<file path="src/rtl/usparams_pkg.sv">
// Shared microprogram-sequencer definitions: next-state modes, condition selects,
// MIPS opcode/funct constants and the instruction-to-microstate dispatch table.
package usparams_pkg;

  typedef enum logic [2:0] {
    NS_ENCODE = 3'd0,
    NS_INCR   = 3'd1,
    NS_JUMP   = 3'd2,
    NS_BRANCH = 3'd3,
    NS_WAIT   = 3'd4,
    NS_CALL   = 3'd5,
    NS_RETURN = 3'd6,
    NS_RSVD   = 3'd7
  } ns_sel_e;

  typedef enum logic [1:0] {
    CS_MOC   = 2'd0,
    CS_ALU_Z = 2'd1,
    CS_ALU_N = 2'd2,
    CS_ONE   = 2'd3
  } cond_sel_e;

  localparam logic [5:0] OP_RTYPE = 6'h00;
  localparam logic [5:0] OP_LW    = 6'h23;
  localparam logic [5:0] OP_SW    = 6'h2B;
  localparam logic [5:0] OP_BEQ   = 6'h04;
  localparam logic [5:0] FN_ADDU  = 6'h21;
  localparam logic [5:0] FN_SUBU  = 6'h23;

  localparam logic [6:0] ST_ADDU = 7'd6;
  localparam logic [6:0] ST_LW   = 7'd7;
  localparam logic [6:0] ST_SW   = 7'd13;
  localparam logic [6:0] ST_BEQ  = 7'd16;
  localparam logic [6:0] ST_SUBU = 7'd17;

  typedef struct packed {
    logic       hit;
    logic [6:0] state;
  } enc_result_t;

  // Dispatch table: first microstate of each supported instruction.
  function automatic enc_result_t enc_lookup(input logic [5:0] opcode,
                                             input logic [5:0] funct);
    enc_result_t r;
    r.hit   = 1'b1;
    r.state = '0;
    case (opcode)
      OP_RTYPE: begin
        case (funct)
          FN_ADDU: r.state = ST_ADDU;
          FN_SUBU: r.state = ST_SUBU;
          default: r.hit   = 1'b0;
        endcase
      end
      OP_LW:   r.state = ST_LW;
      OP_SW:   r.state = ST_SW;
      OP_BEQ:  r.state = ST_BEQ;
      default: r.hit   = 1'b0;
    endcase
    return r;
  endfunction

endpackage

</file>
<file path="src/rtl/mips_state_encoder.sv">
// Combinational instruction decoder: maps IR opcode/funct to the first
// microstate of that instruction, with a hit flag for decodable encodings.
module mips_state_encoder
  import usparams_pkg::*;
#(
  parameter int STATE_W = 7
) (
  input  logic [5:0]         opcode,
  input  logic [5:0]         funct,
  output logic               hit,
  output logic [STATE_W-1:0] state
);

  enc_result_t r;

  assign r     = enc_lookup(opcode, funct);
  assign hit   = r.hit;
  assign state = STATE_W'(r.state);

endmodule

</file>
<file path="src/rtl/microprogram_sequencer.sv">
// Next-state sequencer for the microprogrammed control unit: holds the microstore
// address and steps it by increment, jump, branch, wait-with-timeout or call/return.
module microprogram_sequencer
  import usparams_pkg::*;
#(
  parameter int                 STATE_W     = 7,
  parameter logic [STATE_W-1:0] RESET_STATE = '0,
  parameter logic [STATE_W-1:0] TRAP_STATE  = STATE_W'(5),
  parameter int                 MOC_TIMEOUT = 16
) (
  input  logic               clk,
  input  logic               reset,
  input  logic [5:0]         opcode,
  input  logic [5:0]         funct,
  input  logic               mem_moc,
  input  logic               alu_z,
  input  logic               alu_n,
  input  logic [2:0]         ns_sel,
  input  logic [STATE_W-1:0] cr,
  input  logic [1:0]         cond_sel,
  input  logic               cond_inv,
  output logic [STATE_W-1:0] state,
  output logic               illegal_op,
  output logic               mem_timeout,
  output logic               waiting
);

  localparam bit HAS_TIMEOUT = (MOC_TIMEOUT > 0);
  localparam int CNT_W = HAS_TIMEOUT ? $clog2(MOC_TIMEOUT + 1) : 1;
  localparam logic [CNT_W-1:0] CNT_LAST = HAS_TIMEOUT ? CNT_W'(MOC_TIMEOUT - 1) : '0;

  ns_sel_e            mode;
  logic               cond_raw;
  logic               cond;
  logic               enc_hit;
  logic [STATE_W-1:0] enc_state;
  logic [STATE_W-1:0] inc;
  logic [STATE_W-1:0] ret_reg;
  logic [CNT_W-1:0]   wait_cnt;

  logic [STATE_W-1:0] state_next;
  logic [STATE_W-1:0] ret_next;
  logic [CNT_W-1:0]   cnt_next;
  logic               illegal_next;
  logic               timeout_next;

  mips_state_encoder #(
    .STATE_W (STATE_W)
  ) u_encoder (
    .opcode (opcode),
    .funct  (funct),
    .hit    (enc_hit),
    .state  (enc_state)
  );

  assign mode = ns_sel_e'(ns_sel);
  assign inc  = state + STATE_W'(1);

  always_comb begin
    cond_raw = 1'b1;
    case (cond_sel_e'(cond_sel))
      CS_MOC:   cond_raw = mem_moc;
      CS_ALU_Z: cond_raw = alu_z;
      CS_ALU_N: cond_raw = alu_n;
      default:  cond_raw = 1'b1;
    endcase
  end

  assign cond    = cond_raw ^ cond_inv;
  assign waiting = (mode == NS_WAIT) && !cond;

  // NOTE: every output of this block is given a default before the case so no
  // path leaves a variable unassigned, which would otherwise infer a latch.
  always_comb begin
    state_next   = state;
    ret_next     = ret_reg;
    cnt_next     = '0;
    illegal_next = 1'b0;
    timeout_next = 1'b0;
    case (mode)
      NS_ENCODE: begin
        if (enc_hit) begin
          state_next = enc_state;
        end else begin
          state_next   = TRAP_STATE;
          illegal_next = 1'b1;
        end
      end
      NS_INCR:   state_next = inc;
      NS_JUMP:   state_next = cr;
      NS_BRANCH: state_next = cond ? cr : inc;
      NS_WAIT: begin
        if (cond) begin
          state_next = inc;
        end else if (HAS_TIMEOUT && (wait_cnt == CNT_LAST)) begin
          // Condition still false on the last allowed cycle: give up and trap.
          state_next   = TRAP_STATE;
          timeout_next = 1'b1;
        end else begin
          cnt_next = (wait_cnt == '1) ? wait_cnt : wait_cnt + CNT_W'(1);
        end
      end
      NS_CALL: begin
        state_next = cr;
        ret_next   = inc;
      end
      NS_RETURN: begin
        state_next = ret_reg;
        ret_next   = RESET_STATE;
      end
      default: state_next = RESET_STATE;
    endcase
  end

  // NOTE: sequential state uses non-blocking assignments so every flop samples
  // the pre-edge values, independent of statement order.
  always_ff @(posedge clk) begin
    if (reset) begin
      state       <= RESET_STATE;
      ret_reg     <= RESET_STATE;
      wait_cnt    <= '0;
      illegal_op  <= 1'b0;
      mem_timeout <= 1'b0;
    end else begin
      state       <= state_next;
      ret_reg     <= ret_next;
      wait_cnt    <= cnt_next;
      illegal_op  <= illegal_next;
      mem_timeout <= timeout_next;
    end
  end

endmodule

</file>
<file path="config.mk">
export PLATFORM = sky130hd
export DESIGN_NAME = microprogram_sequencer
export DESIGN_NICKNAME = d
export VERILOG_FILES = /design/src/rtl/usparams_pkg.sv /design/src/rtl/mips_state_encoder.sv /design/src/rtl/microprogram_sequencer.sv
export SDC_FILE = /design/constraint.sdc
export NUM_CORES = 1
export LEC_CHECK = 0
export CAP_MARGIN = 25
export CORE_MARGIN = 8
export CORE_UTILIZATION = 50
export CTS_CLUSTER_DIAMETER = 100
export DETAILED_ROUTE_END_ITERATION = 8
export GPL_TIMING_DRIVEN = 0
export PLACE_DENSITY = 0.81
export SYNTH_ARGS = -nofsm -noshare
export SYNTH_HDL_FRONTEND = slang
export SYNTH_HIERARCHICAL = 1
export SYNTH_SLANG_ARGS = --single-unit
export TNS_END_PERCENT = 50
</file>
<file path="constraint.sdc">
create_clock -name clk -period 3.73 [get_ports clk]
set_clock_uncertainty 0.15 [all_clocks]
set_input_delay 0.5595 -clock clk [delete_from_list [all_inputs] [get_ports clk]]
set_output_delay 0.5595 -clock clk [all_outputs]
set_load 0.02 [all_outputs]
</file>
Word level (Yosys, flattened, before mapping)
Cells that the tools add are included.
{ "classes": {"addsub": 2, "n_eq_ne": 16, "mux": 13, "n_bitwise": 3, "reduce_logical": 12} }
{ "ops": {"columns": ["cell", "count"], "rows": [
  ["$pmux 7 s6", 1],
  ["$mux 7", 4],
  ["$eq 6x6->1 const B", 4],
  ["$pmux 5 s4", 1],
  ["$pmux 7 s2", 1],
  ["$pmux 5 s2", 1],
  ["$eq 3x3->1 const B", 3],
  ["$add 7x1->7 const B", 1],
  ["$eq 3x2->1 const B", 2],
  ["$eq 6x3->1 const B", 1],
  ["$logic_not 6->1", 1],
  ["$reduce_or 2->1", 3],
  ["$reduce_or 3->1", 2],
  ["$add 5x1->5 const B", 1],
  ["$eq 5x4->1 const B", 1],
  ["$eq 5x5->1 const B", 1],
  ["$reduce_or 4->1", 1],
  ["$eq 3x1->1 const B", 1],
  ["$logic_not 3->1", 1],
  ["$mux 1", 3],
  ["$ne 3x2->1 const B", 1],
  ["$pmux 1 s3", 1],
  ["$eq 2x1->1 const B", 1],
  ["$eq 2x2->1 const B", 1],
  ["other kinds (7)", 8]
]} }
{ "totals": {"ff_bits": 21, "inputBits": 30, "output_inout_bits": 10, "elab_cells": 51} }

Logic depth before layout (Yosys ltp)
{ "logic_depth": {"word_depth": 6, "ltp_mapped": 8, "depth_no_buf": 8} }

Hierarchy
The synthesis kept the hierarchy.
{ "modules_own_cells": {"columns": ["module", "n_inst", "cells_each", "area_per_inst_um2"], "rows": [
  ["microprogram_sequencer", 1, 183, 1455.1],
  ["mips_state_encoder", 1, 19, 130.1]
]} }

Worst setup path after synthesis
OpenSTA, ideal clock, no wires.
{ "synth_path": {"path_kind": "input port to flip-flop", "start": "input port opcode[0]", "end": "register state[2]", "setup_ns": 0.114, "t_arrival_ns": 2.168, "required_ns": 3.466, "slack_ns": 1.299, "path_stages": 7, "path_buffers": 0, "cell_sequence": "or4_4 > o32ai_1 > nand2b_1 > o221ai_1 > nand3_1 > a32o_1 > a21o_1"} }
{ "synth_via": {"elab_chain_len": 5} }
{ "synth_lines": {"columns": ["item", "line_no", "text"], "rows": [
  ["start, declared", "microprogram_sequencer.sv:13", "input logic [5:0] opcode,"],
  ["$eq 6x6->1 or $eq 6x3->1 (tied branches)", "usparams_pkg.sv:47", "case (opcode)"],
  ["$reduce_or 3->1 (no source line)", null, null],
  ["$pmux 1 s2 (*)", "usparams_pkg.sv:47", null],
  ["via enc_hit", "microprogram_sequencer.sv:35", "logic enc_hit;"],
  ["$mux 7 (*)", "microprogram_sequencer.sv:82", "if (enc_hit) begin"],
  ["$pmux 7 s6 (*)", "microprogram_sequencer.sv:80", "case (mode)"],
  ["end signal, assigned", "microprogram_sequencer.sv:125", "state <= state_next;"],
  ["end, declared", "microprogram_sequencer.sv:22", "output logic [STATE_W-1:0] state,"]
]} }
Mark *: on every way through the listed nets, which the timed path passes. The rest lies on a longest branch.
A chain may end at the register's enable or synchronous reset.

Final worst setup path
{ "layout_path": {"start": "input port cond_sel[1]", "end": "output port waiting"} }
{ "layout_via": {"elab_chain_len": 5} }
{ "layout_lines": {"columns": ["item", "line_no", "text"], "rows": [
  ["start, declared", "microprogram_sequencer.sv:20", "input logic [1:0] cond_sel,"],
  ["$eq 2x2->1, or another cell as far along", "microprogram_sequencer.sv:61", "case (cond_sel_e'(cond_sel))"],
  ["$pmux 1 s3 (*)", "microprogram_sequencer.sv:61", null],
  ["$xor 1x1->1 (*)", "microprogram_sequencer.sv:69", "assign cond = cond_raw ^ cond_inv;"],
  ["$logic_not 1->1 (*)", "microprogram_sequencer.sv:70", "assign waiting = (mode == NS_WAIT) && !cond;"],
  ["$logic_and 1x1->1 (*)", "microprogram_sequencer.sv:70", null],
  ["end, declared", "microprogram_sequencer.sv:25", "output logic waiting"]
]} }
Mark *: on every way between the ends. The rest lies on a longest branch, timed or not.

==> metrics.md <==
| Metric | Value |
|---|---|
| Max Clk Rate | ~300 MHz |
| Result of the run | finished clean |
| Launch instance of the worst register-to-register path | wait_cnt[0] |
| TritonCTS clock tree | done |
| Worst setup slack for register-to-register paths | 1.65 ns |
| Maximum vdd ir drop | 0.180 mV |
| Largest buffer count on any clock path | 2 |
| Worst min path class | flip-flop to flip-flop |
| H-tree levels | 1 |
| Quantity of gates resized following cts | 0 |
| Post-Syn Instances | 202 |
| Fraction of the cycle the final worst path needs | 90.8% |
| Endpoint type of the worst setup path | output port |
| Detail Route Antenna Nets | 0 |
| Post-synth design cell area | 0.00159 mm² |
| Largest net degree at the start of global routing | 13 |
| Crit path buffers/inverters | 2 |
| Seq/Total Area, Yosys | 26.5% |
| Length of the first detailed-routing pass in iterations | 4 |
| Critical-path cell with the highest stage delay | clkdlybuf4s50_1 |
| Dpl cell area | about 0.0020 mm² |
| Gpl congestion | 0.843 |
| Growth of design area from synthesis to finish | 29.4% |
| Top post-synthesis cells by area | dfxtp_1 (27%), nor2_1 (5.9%), nand2_1 (5.7%), mux2_2 (3.6%), o21ai_0 (3.5%) |
| Remaining Overflow, GRT | 0 |
| Antenna violations before repair | 0 |
| Number of filler instances in the final layout | between 200 and 300 |
| Routed wirelength normalized by instance count | 14.2 µm |
| Synth Area per Inst | around 7.8 µm² |
| Net count reported at finish | 280 |
| Count of cell types in the netlist | 53 |
| Clock insertion delay at the later pin of the skew report | 0.32 ns |
| Crit path kind | input port to output port |
| Share of post-route cells with drive strength above 1 | 7.76% |
| Total Wirelength | 4110 µm |
| Required time reported for the critical path endpoint | 3.02 ns |
| Sum of net half-perimeters after detailed placement | approximately 3200 µm |
| Hold Vio Cnt, Final | 0 |
| Endpoint arrival time on the critical path | 2.68 ns |
| Die footprint | 0.00523 mm² |
| Drt via density | ~5.6 |
| Sum of negative setup slack | 0 ns |
| Min Clock Period, post-route | between 3 and 4 ns |
| Synth Register Bits | 21 |
| Number of antenna diodes | 0 |
| Least-Margin Pin Slew | 0.514 ns |
| Cell type group with the largest total delay on the critical path | buffers and inverters |
| Count of cells along the worst register-to-register path | 8 |
| Biggest fanout along the worst timing path | 8 |
| Number of DRC violations after detailed routing | 0 |
| Number of max-capacitance violations reported | 0 |
| Vias after detailed routing | 1619 |
| Core Area | 0.00303 mm² |
| Cell types with the highest counts after synthesis | nor2_1 (25), nand2_1 (24), dfxtp_1 (21) |
| Static power due to leakage | 0.742 nW |
| Crit path to | waiting |
| Number of cells on the critical path | 6 |
| Critical path launch point type | input port |
| Global-route wire length before repair | about 7300 µm |
| Most instantiated library cell after synthesis | nor2_1 |
| Vias in the first global route | approximately 1600 |
| Post-route design area | a little over 0.002 mm² |
| Rel. slew slack | 65.5% |
| Clock Tree Root | clkbuf_4 |
| Count of warnings emitted by yosys | 6 |
| PortBufs | 38 |
| Number of buffers added by the clock tree synthesis step | 3 |
| Post-CTS setup-driven buffer insertion count | 0 |
| Max Slew Vio Count | 0 |
| Count of endpoints failing setup in the final report | 0 |
| Critical path's most frequent cell | clkdlybuf4s50_1 |
| Post-cts hold buffer count | 0 |
| Critical register-to-register path endpoint | state[2] |
| Sinks on Clock Net | 21 |
| Worst-path cell chain | clkdlybuf4s50_1, mux2i_1, xor2_1, o21ai_2, nor2_1, clkdlybuf4s50_1 |
| Global routing usage summed across all routing layers | 16.9% |
| Standard-cell rows | 20 |
| Share of the synthesized area in the top cell type | 26.5% |
| Starting density of the core | 52.4% |
| Starting DRC count in detailed routing | approximately 200 |
| Most area-hungry cell type in the Yosys netlist | dfxtp_1 |
| Share of flip-flops with an asynchronous set or reset | 0% |
| Number of placed I/O pins | 40 |
| Unrepaired setup endpoints after global routing | no |
| Most used flip-flop cell after synthesis | dfxtp_1 |
| Clock slew at reported path FFs | around 0.13 ns |
| Crit-path max cell delay | approximately 0.65 ns |
| Vert. Die Dim | around 72 µm |
| Origin of the worst setup path | cond_sel[1] |
| P per Cell Area | about 250 mW/mm² |
| Horizontal die dimension | approximately 72 µm |
| Number of flops mapped to enable cells by yosys | 0 |
[cell type report]
class | count | area, µm² | area share [%]
buffer | 11 | 50.0 | 2.44
sequential | 21 | 420 | 20.5
clock buffer | 3 | 22.5 | 1.10
inverter | 4 | 15.0 | 0.732
tap | 44 | 55.1 | 2.68
timing repair buffer | 38 | 380 | 18.5
multi-input combinational | 167 | 1100 | 53.8
clock inverter | 1 | 5.00 | 0.244
[cell families (layout without fill, tap and decap cells)]
kind of cell             count (synthesis)  in the layout  share of synthesized area (%)
other                                    1              2                          0.237
multiplexers                             8              8                           5.45
adder cells (fa/ha/maj)                  4              4                           3.16
AND/OR/NAND/NOR                         84             84                           27.9
XOR/XNOR                                 9              9                           4.97
AO/OA/AOI/OAI                           60             60                           27.6
buffers and inverters                   15             57                           4.10
flip-flops                              21             21                           26.5
[layout by cell type (no fill, tap or decap), drive strengths merged, types with 8 or more instances in the layout]
master	netlist	routed
clkdlybuf4s50	0	38
nor2	25	25
nand2	24	24
dfxtp	21	21
o21ai	13	13
clkbuf	6	9
a21oi	8	8
[how the worst min path moves through the flow]
stage | from | endpoint | slack (ns) | depth (start not counted)
5_1_grt | ret_reg[2] | ret_reg[2] | 0.38 | 2
3_3_place_gp | ret_reg[2] | ret_reg[2] | 0.32 | 2
2_1_floorplan | ret_reg[2] | ret_reg[2] | 0.30 | 2
6_report | ret_reg[2] | ret_reg[2] | 0.35 | 2
4_1_cts | ret_reg[2] | ret_reg[2] | 0.34 | 2
3_5_place_dp | ret_reg[2] | ret_reg[2] | 0.33 | 2
[per-layer routing]
| layer | vias up | wire length, µm | GRT usage (%) |
|---|---|---|---|
| met4 | 0 | 27 | 2.95 |
| met2 | 65 | 1860 | 27.5 |
| met1 | 712 | 1900 | 22.2 |
| met3 | 5 | 329 | 3.99 |
| met5 | - | 0 | 0 |
| li1 | 837 | - | - |
[tightest hold or removal path: cells and delay by family (launching register included)]
| family | cells | cell delay (ns) |
|---|---|---|
| AO/OA/AOI/OAI | 1 | 0.05 |
| flip-flops | 1 | 0.36 |
| AND/OR/NAND/NOR | 1 | 0.06 |
[stage by stage]
stage / power [mW] / util, % / setup WS, ns / std cells / hold slack, ns
6_report: 0.508 / 67.8 / 0.342 / 289 / 0.348
5_1_grt: 0.539 / 67.8 / 0.218 / 289 / 0.379
4_1_cts: 0.512 / 67.8 / 0.350 / 289 / 0.345
3_5_place_dp: 0.400 / 66.9 / 0.355 / 285 / 0.328
3_3_place_gp: 0.399 / 66.9 / 0.334 / 285 / 0.321
2_1_floorplan: 0.331 / - / 1.30 / 203 / 0.303
[report_power, final]
| group | switching (mW) | internal (mW) | total [mW] | leakage, nW |
|---|---|---|---|---|
| Combinational | 0.0763 | 0.0763 | 0.153 | 0.554 |
| Sequential | 0.0108 | 0.233 | 0.243 | 0.170 |
| Clock | 0.0721 | 0.0401 | 0.112 | 0.0177 |
No activity file was read; power rests on OpenSTA's default activity.
